<file path="src/rtl/tlk2711_pkg.sv">
// -----------------------------------------------------------------------------
// tlk2711_pkg
// Shared definitions for the TLK2711 DMA read-command arbiter:
//   - arb_state_e  : arbiter FSM state encoding
//   - CH_TX/CH_AUX : requester channel indices
//   - CMD_ADDR_LSB / cmd_len_lsb() : command word field offsets
//   - rr_select()  : round-robin channel pick for a two-requester arbiter
// -----------------------------------------------------------------------------
package tlk2711_pkg;

  typedef enum logic [1:0] {
    ST_IDLE  = 2'd0,
    ST_ACKW  = 2'd1,
    ST_ISSUE = 2'd2,
    ST_BUSY  = 2'd3
  } arb_state_e;

  localparam logic CH_TX  = 1'b0;  // TX command path
  localparam logic CH_AUX = 1'b1;  // auxiliary / replay path

  // Command word = {len, addr}: address sits at the bottom, length above it.
  localparam int CMD_ADDR_LSB = 0;

  function automatic int cmd_len_lsb(input int addr_width);
    return CMD_ADDR_LSB + addr_width;
  endfunction

  // rr names the channel that has priority (the one not served last).
  // It wins whenever it is requesting; otherwise the other channel is taken.
  function automatic logic rr_select(input logic [1:0] req, input logic rr);
    logic sel;
    if (req[rr]) begin
      sel = rr;
    end else begin
      sel = ~rr;
    end
    return sel;
  endfunction

endpackage

</file>
<file path="src/rtl/tlk2711_dma_cmd_arb.sv">
// -----------------------------------------------------------------------------
// tlk2711_dma_cmd_arb
// Two-requester round-robin arbiter in front of the DMA read-command port.
// A winning command word is latched, acknowledged to its requester for one
// cycle, issued downstream until accepted, and the channel then owns the read
// stream until its last beat.
//
// Ports
//   clk, rst_n          : clock, asynchronous active-low reset
//   i_soft_rst          : synchronous abort / clear of FSM, errors, counters
//   i_req[1:0]          : level requests (ch0 = TX, ch1 = aux/replay)
//   i_cmd_data0/1       : requester command words {len, addr}
//   o_ack[1:0]          : one-cycle acknowledge to the selected requester
//   o_rd_cmd_req/data   : read command toward the DMA
//   i_rd_cmd_ack        : DMA accepted the command
//   i_dma_rd_valid/ready/last : observed read stream handshake
//   o_owner, o_owner_vld: channel owning the read stream
//   o_zero_len_err      : sticky, a zero-length command was latched
//   o_timeout_err       : sticky, the DMA never accepted a command in time
//   o_grant_cnt0/1      : completed-command counters (wrap at 16 bits)
// -----------------------------------------------------------------------------
module tlk2711_dma_cmd_arb
  import tlk2711_pkg::*;
#(
  parameter int ADDR_WIDTH  = 48,
  parameter int DLEN_WIDTH  = 16,
  parameter int ACK_TIMEOUT = 1024
) (
  input  logic                           clk,
  input  logic                           rst_n,
  input  logic                           i_soft_rst,
  input  logic [1:0]                     i_req,
  input  logic [DLEN_WIDTH+ADDR_WIDTH-1:0] i_cmd_data0,
  input  logic [DLEN_WIDTH+ADDR_WIDTH-1:0] i_cmd_data1,
  output logic [1:0]                     o_ack,
  output logic                           o_rd_cmd_req,
  output logic [DLEN_WIDTH+ADDR_WIDTH-1:0] o_rd_cmd_data,
  input  logic                           i_rd_cmd_ack,
  input  logic                           i_dma_rd_valid,
  input  logic                           i_dma_rd_ready,
  input  logic                           i_dma_rd_last,
  output logic                           o_owner,
  output logic                           o_owner_vld,
  output logic                           o_zero_len_err,
  output logic                           o_timeout_err,
  output logic [15:0]                    o_grant_cnt0,
  output logic [15:0]                    o_grant_cnt1
);

  localparam int CMD_WIDTH = DLEN_WIDTH + ADDR_WIDTH;
  localparam int LEN_LSB   = cmd_len_lsb(ADDR_WIDTH);
  // Counter only needs to reach ACK_TIMEOUT-1: the last ISSUE cycle.
  localparam int TO_WIDTH  = (ACK_TIMEOUT > 1) ? $clog2(ACK_TIMEOUT) : 1;
  localparam logic [TO_WIDTH-1:0] TO_LAST = TO_WIDTH'(ACK_TIMEOUT - 1);

  arb_state_e            state_q, state_d;
  logic                  rr_q, rr_d;
  logic                  sel_q, sel_d;
  logic [CMD_WIDTH-1:0]  cmd_q, cmd_d;
  logic [TO_WIDTH-1:0]   to_cnt_q, to_cnt_d;
  logic [1:0]            ack_q, ack_d;
  logic                  rd_req_q, rd_req_d;
  logic                  owner_vld_q, owner_vld_d;
  logic                  zero_err_q, zero_err_d;
  logic                  to_err_q, to_err_d;
  logic [15:0]           grant_cnt0_q, grant_cnt0_d;
  logic [15:0]           grant_cnt1_q, grant_cnt1_d;

  logic                  sel_s;
  logic [CMD_WIDTH-1:0]  req_cmd_s;
  logic                  len_zero_s;
  logic                  last_beat_s;
  logic                  to_hit_s;

  assign sel_s       = rr_select(i_req, rr_q);
  assign req_cmd_s   = (sel_s == CH_AUX) ? i_cmd_data1 : i_cmd_data0;
  assign len_zero_s  = (cmd_q[LEN_LSB +: DLEN_WIDTH] == {DLEN_WIDTH{1'b0}});
  assign last_beat_s = i_dma_rd_valid & i_dma_rd_ready & i_dma_rd_last;
  assign to_hit_s    = (to_cnt_q == TO_LAST);

  // FSM state register.
  always_ff @(posedge clk or negedge rst_n) begin
    if (!rst_n) begin
      state_q <= ST_IDLE;
    end else begin
      state_q <= state_d;
    end
  end

  // FSM next-state logic.
  always_comb begin
    state_d = state_q;
    if (i_soft_rst) begin
      state_d = ST_IDLE;
    end else begin
      case (state_q)
        ST_IDLE: begin
          if (|i_req) begin
            state_d = ST_ACKW;
          end else begin
            state_d = ST_IDLE;
          end
        end
        ST_ACKW: begin
          // Zero-length commands are acknowledged but never issued.
          if (len_zero_s) begin
            state_d = ST_IDLE;
          end else begin
            state_d = ST_ISSUE;
          end
        end
        ST_ISSUE: begin
          // An ack on the final allowed cycle still counts as accepted.
          if (i_rd_cmd_ack) begin
            state_d = ST_BUSY;
          end else if (to_hit_s) begin
            state_d = ST_IDLE;
          end else begin
            state_d = ST_ISSUE;
          end
        end
        ST_BUSY: begin
          if (last_beat_s) begin
            state_d = ST_IDLE;
          end else begin
            state_d = ST_BUSY;
          end
        end
        default: begin
          state_d = ST_IDLE;
        end
      endcase
    end
  end

  // FSM output / datapath logic: next values of all registered outputs.
  always_comb begin
    rr_d         = rr_q;
    sel_d        = sel_q;
    cmd_d        = cmd_q;
    to_cnt_d     = to_cnt_q;
    ack_d        = 2'b00;
    rd_req_d     = 1'b0;
    owner_vld_d  = 1'b0;
    zero_err_d   = zero_err_q;
    to_err_d     = to_err_q;
    grant_cnt0_d = grant_cnt0_q;
    grant_cnt1_d = grant_cnt1_q;
    if (i_soft_rst) begin
      rr_d         = CH_TX;
      sel_d        = CH_TX;
      cmd_d        = {CMD_WIDTH{1'b0}};
      to_cnt_d     = {TO_WIDTH{1'b0}};
      zero_err_d   = 1'b0;
      to_err_d     = 1'b0;
      grant_cnt0_d = 16'd0;
      grant_cnt1_d = 16'd0;
    end else begin
      case (state_q)
        ST_IDLE: begin
          if (|i_req) begin
            sel_d = sel_s;
            cmd_d = req_cmd_s;
            ack_d = (sel_s == CH_AUX) ? 2'b10 : 2'b01;
          end else begin
            sel_d = sel_q;
          end
        end
        ST_ACKW: begin
          if (len_zero_s) begin
            zero_err_d = 1'b1;
            rr_d       = ~sel_q;
          end else begin
            rd_req_d = 1'b1;
            to_cnt_d = {TO_WIDTH{1'b0}};
          end
        end
        ST_ISSUE: begin
          if (i_rd_cmd_ack) begin
            owner_vld_d = 1'b1;
          end else if (to_hit_s) begin
            to_err_d = 1'b1;
          end else begin
            rd_req_d = 1'b1;
            to_cnt_d = to_cnt_q + TO_WIDTH'(1'b1);
          end
        end
        ST_BUSY: begin
          if (last_beat_s) begin
            rr_d = ~sel_q;
            if (sel_q == CH_TX) begin
              grant_cnt0_d = grant_cnt0_q + 16'd1;
            end else begin
              grant_cnt1_d = grant_cnt1_q + 16'd1;
            end
          end else begin
            owner_vld_d = 1'b1;
          end
        end
        default: begin
          rr_d = rr_q;
        end
      endcase
    end
  end

  // Datapath and registered-output flops.
  always_ff @(posedge clk or negedge rst_n) begin
    if (!rst_n) begin
      rr_q         <= CH_TX;
      sel_q        <= CH_TX;
      cmd_q        <= {CMD_WIDTH{1'b0}};
      to_cnt_q     <= {TO_WIDTH{1'b0}};
      ack_q        <= 2'b00;
      rd_req_q     <= 1'b0;
      owner_vld_q  <= 1'b0;
      zero_err_q   <= 1'b0;
      to_err_q     <= 1'b0;
      grant_cnt0_q <= 16'd0;
      grant_cnt1_q <= 16'd0;
    end else begin
      rr_q         <= rr_d;
      sel_q        <= sel_d;
      cmd_q        <= cmd_d;
      to_cnt_q     <= to_cnt_d;
      ack_q        <= ack_d;
      rd_req_q     <= rd_req_d;
      owner_vld_q  <= owner_vld_d;
      zero_err_q   <= zero_err_d;
      to_err_q     <= to_err_d;
      grant_cnt0_q <= grant_cnt0_d;
      grant_cnt1_q <= grant_cnt1_d;
    end
  end

  assign o_ack          = ack_q;
  assign o_rd_cmd_req   = rd_req_q;
  assign o_rd_cmd_data  = cmd_q;
  assign o_owner        = sel_q;
  assign o_owner_vld    = owner_vld_q;
  assign o_zero_len_err = zero_err_q;
  assign o_timeout_err  = to_err_q;
  assign o_grant_cnt0   = grant_cnt0_q;
  assign o_grant_cnt1   = grant_cnt1_q;

endmodule
</file>
<file path="config.mk">
export PLATFORM = sky130hd
export DESIGN_NAME = tlk2711_dma_cmd_arb
export DESIGN_NICKNAME = d
export VERILOG_FILES = /design/src/rtl/tlk2711_pkg.sv /design/src/rtl/tlk2711_dma_cmd_arb.sv
export SDC_FILE = /design/constraint.sdc
export NUM_CORES = 1
export LEC_CHECK = 0
export CAP_MARGIN = 20
export CORE_MARGIN = 3
export CORE_UTILIZATION = 32
export DETAILED_ROUTE_END_ITERATION = 16
export GPL_TIMING_DRIVEN = 0
export PLACE_DENSITY = 0.69
export RECOVER_POWER = 25
export SYNTH_ARGS = -nofsm -noshare
export SYNTH_HDL_FRONTEND = slang
export SYNTH_SLANG_ARGS = --single-unit
export TNS_END_PERCENT = 100
</file>
<file path="constraint.sdc">
create_clock -name clk -period 1.95 [get_ports clk]
set_clock_uncertainty 0.2 [all_clocks]
set_input_delay 0.2925 -clock clk [delete_from_list [all_inputs] [get_ports clk]]
set_output_delay 0.2925 -clock clk [all_outputs]
set_load 0.01 [all_outputs]
</file>
==> report_table.html <==
<table>
<tr><th>Metric</th><th>Value</th></tr>
<tr><th colspan="2">Critical path</th></tr>
<tr><td>Crit path max fanout</td><td>10</td></tr>
<tr><td>Critical Path Source Type</td><td>flip-flop</td></tr>
<tr><td>Crit end category</td><td>flip-flop</td></tr>
<tr><td>Category of the critical setup timing path</td><td>flip-flop to flip-flop</td></tr>
<tr><td>WP data required</td><td>2040 ps</td></tr>
<tr><td>Worst Path Arrival</td><td>2130 ps</td></tr>
<tr><th colspan="2">Timing</th></tr>
<tr><td>Final number of hold-violating endpoints</td><td>0</td></tr>
<tr><td>Unrepaired setup endpoints after global routing</td><td>yes</td></tr>
<tr><td>Final Worst Setup Slack</td><td>-86.88 ps</td></tr>
<tr><td>Final sum of negative setup slack</td><td>-254.0 ps</td></tr>
<tr><td>Post-route minimum period</td><td>2037 ps</td></tr>
<tr><td>Max Clock Freq</td><td>0.4909 GHz</td></tr>
<tr><td>Max transition margin</td><td>20.05%</td></tr>
<tr><td>Share of the clock period used by the worst path after layout</td><td>104.5%</td></tr>
<tr><td>Final setup viols</td><td>12</td></tr>
<tr><td>Total count of max-transition violations in the final report</td><td>0</td></tr>
<tr><td>Slew @ Worst Pin</td><td>1199 ps</td></tr>
<tr><th colspan="2">Drt</th></tr>
<tr><td>First-pass DRT Iterations</td><td>8</td></tr>
<tr><td>Post-detailed-routing wire length</td><td>19.00 mm</td></tr>
<tr><td>Drt via density</td><td>5.269</td></tr>
<tr><td>First-iteration detailed-routing DRC count</td><td>525</td></tr>
<tr><td>Post-route antenna net violation count</td><td>0</td></tr>
<tr><td>Residual DRC</td><td>0</td></tr>
<tr><td>Number of vias after detailed routing</td><td>5301</td></tr>
<tr><td>Wirelength per Cell</td><td>18.89 um</td></tr>
<tr><th colspan="2">Synth</th></tr>
<tr><td>Net count after synthesis</td><td>639</td></tr>
<tr><td>Async set or reset register ratio after synthesis</td><td>100.0%</td></tr>
<tr><td>Count of flip-flops with a built-in enable after synthesis</td><td>0</td></tr>
<tr><td>FF+latch count, synth</td><td>116</td></tr>
<tr><td>Post-Syn Area per Cell</td><td>10.72 sq um</td></tr>
<tr><td>Post-Syn Area</td><td>5309 sq um</td></tr>
<tr><td>Sequential cell area fraction in the yosys report</td><td>54.68%</td></tr>
<tr><td>Yosys warns</td><td>0</td></tr>
<tr><td>Post-synthesis instance total</td><td>495</td></tr>
<tr><td>Top_reg_cell synth</td><td>dfrtp_1</td></tr>
<tr><td>Netlist cell types</td><td>47</td></tr>
<tr><th colspan="2">Global routing</th></tr>
<tr><td>Initial antenna violation count</td><td>0</td></tr>
<tr><td>Total Routing Usage GR</td><td>20.40%</td></tr>
<tr><td>Pin count of the biggest net entering global routing</td><td>72</td></tr>
<tr><td>Wire length of the first global-routing pass</td><td>29.04 mm</td></tr>
<tr><td>Vias in the first global route</td><td>5513</td></tr>
<tr><td>Aggregate global routing overflow</td><td>0</td></tr>
<tr><th colspan="2">Placement</th></tr>
<tr><td>Placed wire-length estimate after detailed placement</td><td>13.49 mm</td></tr>
<tr><td>Global placer's final weighted congestion</td><td>0.8453</td></tr>
<tr><td>Port buffer count</td><td>238</td></tr>
<tr><td>Count of placed standard cells including taps</td><td>950</td></tr>
<tr><th colspan="2">Final layout</th></tr>
<tr><td>Fill cell instance count of the final layout</td><td>1312</td></tr>
<tr><td>FF+latch area</td><td>2918 sq um</td></tr>
<tr><td>Final core occ</td><td>58.17%</td></tr>
<tr><td>Area grow syn2layout</td><td>75.94%</td></tr>
<tr><td>Fraction of final layout cells with drive strength greater than 1</td><td>18.23%</td></tr>
<tr><td>Number of nets in the finished design</td><td>921</td></tr>
<tr><td>Count of antenna diodes in the layout</td><td>0</td></tr>
<tr><td>Multi-input combinational cell area</td><td>2291 sq um</td></tr>
<tr><td>Post-layout instance count excluding filler cells</td><td>1006</td></tr>
<tr><th colspan="2">Clocking</th></tr>
<tr><td>Bufs on Longest Clock Path</td><td>2</td></tr>
<tr><td>Clock transition time at the flip-flop clock pins of the worst setup and hold paths</td><td>60 ps</td></tr>
<tr><td>Total CTS buffers</td><td>17</td></tr>
<tr><td>Cell at the root of the clock tree</td><td>clkbuf_16</td></tr>
<tr><td>Insertion delay to the later sink of the worst-skew pair</td><td>420 ps</td></tr>
<tr><td>Clock Sinks</td><td>116</td></tr>
<tr><td>TritonCTS clock tree</td><td>built</td></tr>
<tr><td>Number of levels in the clock H-tree</td><td>4</td></tr>
<tr><th colspan="2">Pwr</th></tr>
<tr><td>Worst vdd ir</td><td>0.0005918 V</td></tr>
<tr><td>Overall power</td><td>7.325 mW</td></tr>
<tr><td>Leak pwr</td><td>4.345 nW</td></tr>
<tr><td>Power density over the cells</td><td>784.3 nW/um^2</td></tr>
<tr><th colspan="2">Floorplanning</th></tr>
<tr><td>Die extent in y</td><td>134.8 um</td></tr>
<tr><td>Overall die area</td><td>18170 sq um</td></tr>
<tr><td>Placeable Area</td><td>16060 sq um</td></tr>
<tr><td>Floorplan row count</td><td>46</td></tr>
<tr><td>Horizontal die dimension</td><td>134.8 um</td></tr>
<tr><td>Starting density of the core</td><td>33.06%</td></tr>
<tr><td>I/O pin cnt</td><td>240</td></tr>
<tr><th colspan="2">Run status</th></tr>
<tr><td>Result of the run</td><td>complete, but fails checks</td></tr>
<tr><td>Violated checks</td><td>setup timing</td></tr>
<tr><th colspan="2">Hold path</th></tr>
<tr><td>Worst Hold Class</td><td>input pin to flip-flop</td></tr>
<tr><th colspan="2">Run</th></tr>
<tr><td>Max-cap viol count</td><td>0</td></tr>
</table>
[synth_stat cells (2+ instances only)]
cell | number | share of area (%)
a21oi_1 | 9 | 0.85
a222oi_1 | 64 | 12
a311oi_1 | 2 | 0.33
a31oi_1 | 2 | 0.24
and3_1 | 7 | 0.82
and4_1 | 3 | 0.50
buf_1 | 7 | 0.50
buf_2 | 15 | 1.4
buf_4 | 2 | 0.28
clkbuf_1 | 6 | 0.42
dfrtp_1 | 116 | 55
ha_1 | 7 | 1.6
inv_1 | 73 | 5.2
nand2_1 | 21 | 1.5
nand2b_1 | 5 | 0.59
nand3_1 | 17 | 1.6
nand3_2 | 2 | 0.38
nand4_1 | 7 | 0.82
nor2_1 | 41 | 2.9
nor2b_1 | 4 | 0.47
nor3_1 | 5 | 0.47
nor4_1 | 8 | 0.94
o21ai_0 | 7 | 0.66
o21ai_1 | 9 | 0.85
o31ai_1 | 8 | 1.1
or3_1 | 2 | 0.24
xnor2_1 | 14 | 2.3
xor2_1 | 13 | 2.1
[through the flow]
step | hold slack, ps | setup WS (ps) | cell area [sq um]
final | 170.8 | -86.88 | 9340
after global routing | 202.9 | -142.1 | 9340
after CTS | 156.8 | -56.23 | 8985
after detailed placement | 54.35 | -541.4 | 7993
after global placement | 287.2 | -4131 | 7964
after floorplan | -203.1 | 72.21 | 5311
[path summary, 6_finish.rpt]
path / depth (start not counted) / endpoint / slack (ps) / from
setup / recovery: 9 / o_rd_cmd_data[9]$_DFFE_PN0P_ / -90 / state_q[1]$_DFF_PN0_
hold / removal: 3 / o_grant_cnt1[15]$_DFFE_PN0P_ / 170 / i_soft_rst
setup reg to reg: 9 / o_rd_cmd_data[9]$_DFFE_PN0P_ / -90 / state_q[1]$_DFF_PN0_
hold reg to reg: 2 / o_rd_cmd_data[10]$_DFFE_PN0P_ / 310 / o_rd_cmd_data[10]$_DFFE_PN0P_
max in group asynchronous: 3 / o_rd_cmd_data[50]$_DFFE_PN0P_ / 140 / rst_n
min in group asynchronous: 2 / o_grant_cnt0[10]$_DFFE_PN0P_ / 450 / rst_n
[where the power goes]
group | total, mW | internal (mW) | switching, mW | leakage (nW)
registers | 2.68 | 2.56 | 0.127 | 1.55
clock network | 3.35 | 2.15 | 1.20 | 0.300
logic | 1.29 | 0.750 | 0.538 | 2.49
total | 7.33 | 5.46 | 1.87 | 4.35
[sequential cells by signal (all words and copies together) (netlist names)]
register and flops:
to_cnt_q 10, o_rd_cmd_req 1, o_grant_cnt1 16, o_owner 1, state_q 2, o_rd_cmd_data 64, rr_q 1, o_owner_vld 1
o_grant_cnt0 16, o_zero_len_err 1, o_ack 2, o_timeout_err 1
[routing by layer]
metal | GRT usage (%) | vias up | share of wire (%)
met1 | 24.27 | 2643 | 39
met4 | 6.900 | 0 | 2.3
met5 | 0 | - | 0
met2 | 35.30 | 232 | 52
met3 | 6.036 | 36 | 7.1
li1 | - | 2390 | -
[final cells by class]
cell class / instances / share of cell area, %
Timing Repair Buffer: 263 / 28.80
Clock inverter: 15 / 2.197
Buffer: 30 / 2.827
Tap cell: 216 / 2.894
Multi-Input combinational cell: 276 / 24.53
Sequential cell: 116 / 31.24
Inverter: 73 / 2.960
Clock buffer: 17 / 4.555
[cell usage in the layout (no fill, tap or decap), drive strengths merged, types with 2 or more instances in the layout]
master	count
nor3b	2
nor2	41
clkinv	5
nor4	9
xor2	13
and3	7
nor3	6
dlymetal6s2s	8
o21ai	16
clkinvlp	3
nand2b	5
nand2	22
a311oi	2
or3	2
clkbuf	26
nand3	19
a31oi	2
dlygate4sd2	3
ha	7
o31ai	8
bufinv	4
nor2b	4
inv	76
buf	46
a21oi	10
a222oi	64
xnor2	14
and4	4
nand4	8
clkdlybuf4s50	226
dfrtp	116
[cells by family (layout without fill, tap and decap cells)]
| group | Yosys count | count (layout) | share of synthesized area, % |
|---|---|---|---|
| multiplexers | 1 | 1 | 0.2827 |
| AND/OR/NAND/NOR | 132 | 132 | 13.55 |
| AO/OA/AOI/OAI | 109 | 109 | 17.61 |
| XOR/XNOR | 27 | 27 | 4.454 |
| adder cells (fa/ha/maj) | 7 | 7 | 1.650 |
| buffers and inverters | 103 | 398 | 7.777 |
| flip-flops | 116 | 116 | 54.68 |
[critical path, stage by stage (launching register included)]
cell and delay [ps]:
dfrtp_2 420, inv_2 70, ha_4 170, nor2b_4 130, nand2_2 80, a21oi_4 50, buf_12 170, buf_8 140
a222oi_1 370, inv_1 90
[what timing repair did]
action / 4_1_cts / 5_1_grt
setup buffers: 9 / 9
setup endpoints to repair: 90 / 102
hold buffers: 1 / 0
gates cloned: 3 / 2
endpoints found under the hold margin: 45 / 0
pin swaps: 14 / 57
gates resized for setup: 77 / 57
Note: power is estimated with default switching activity, not from simulation.
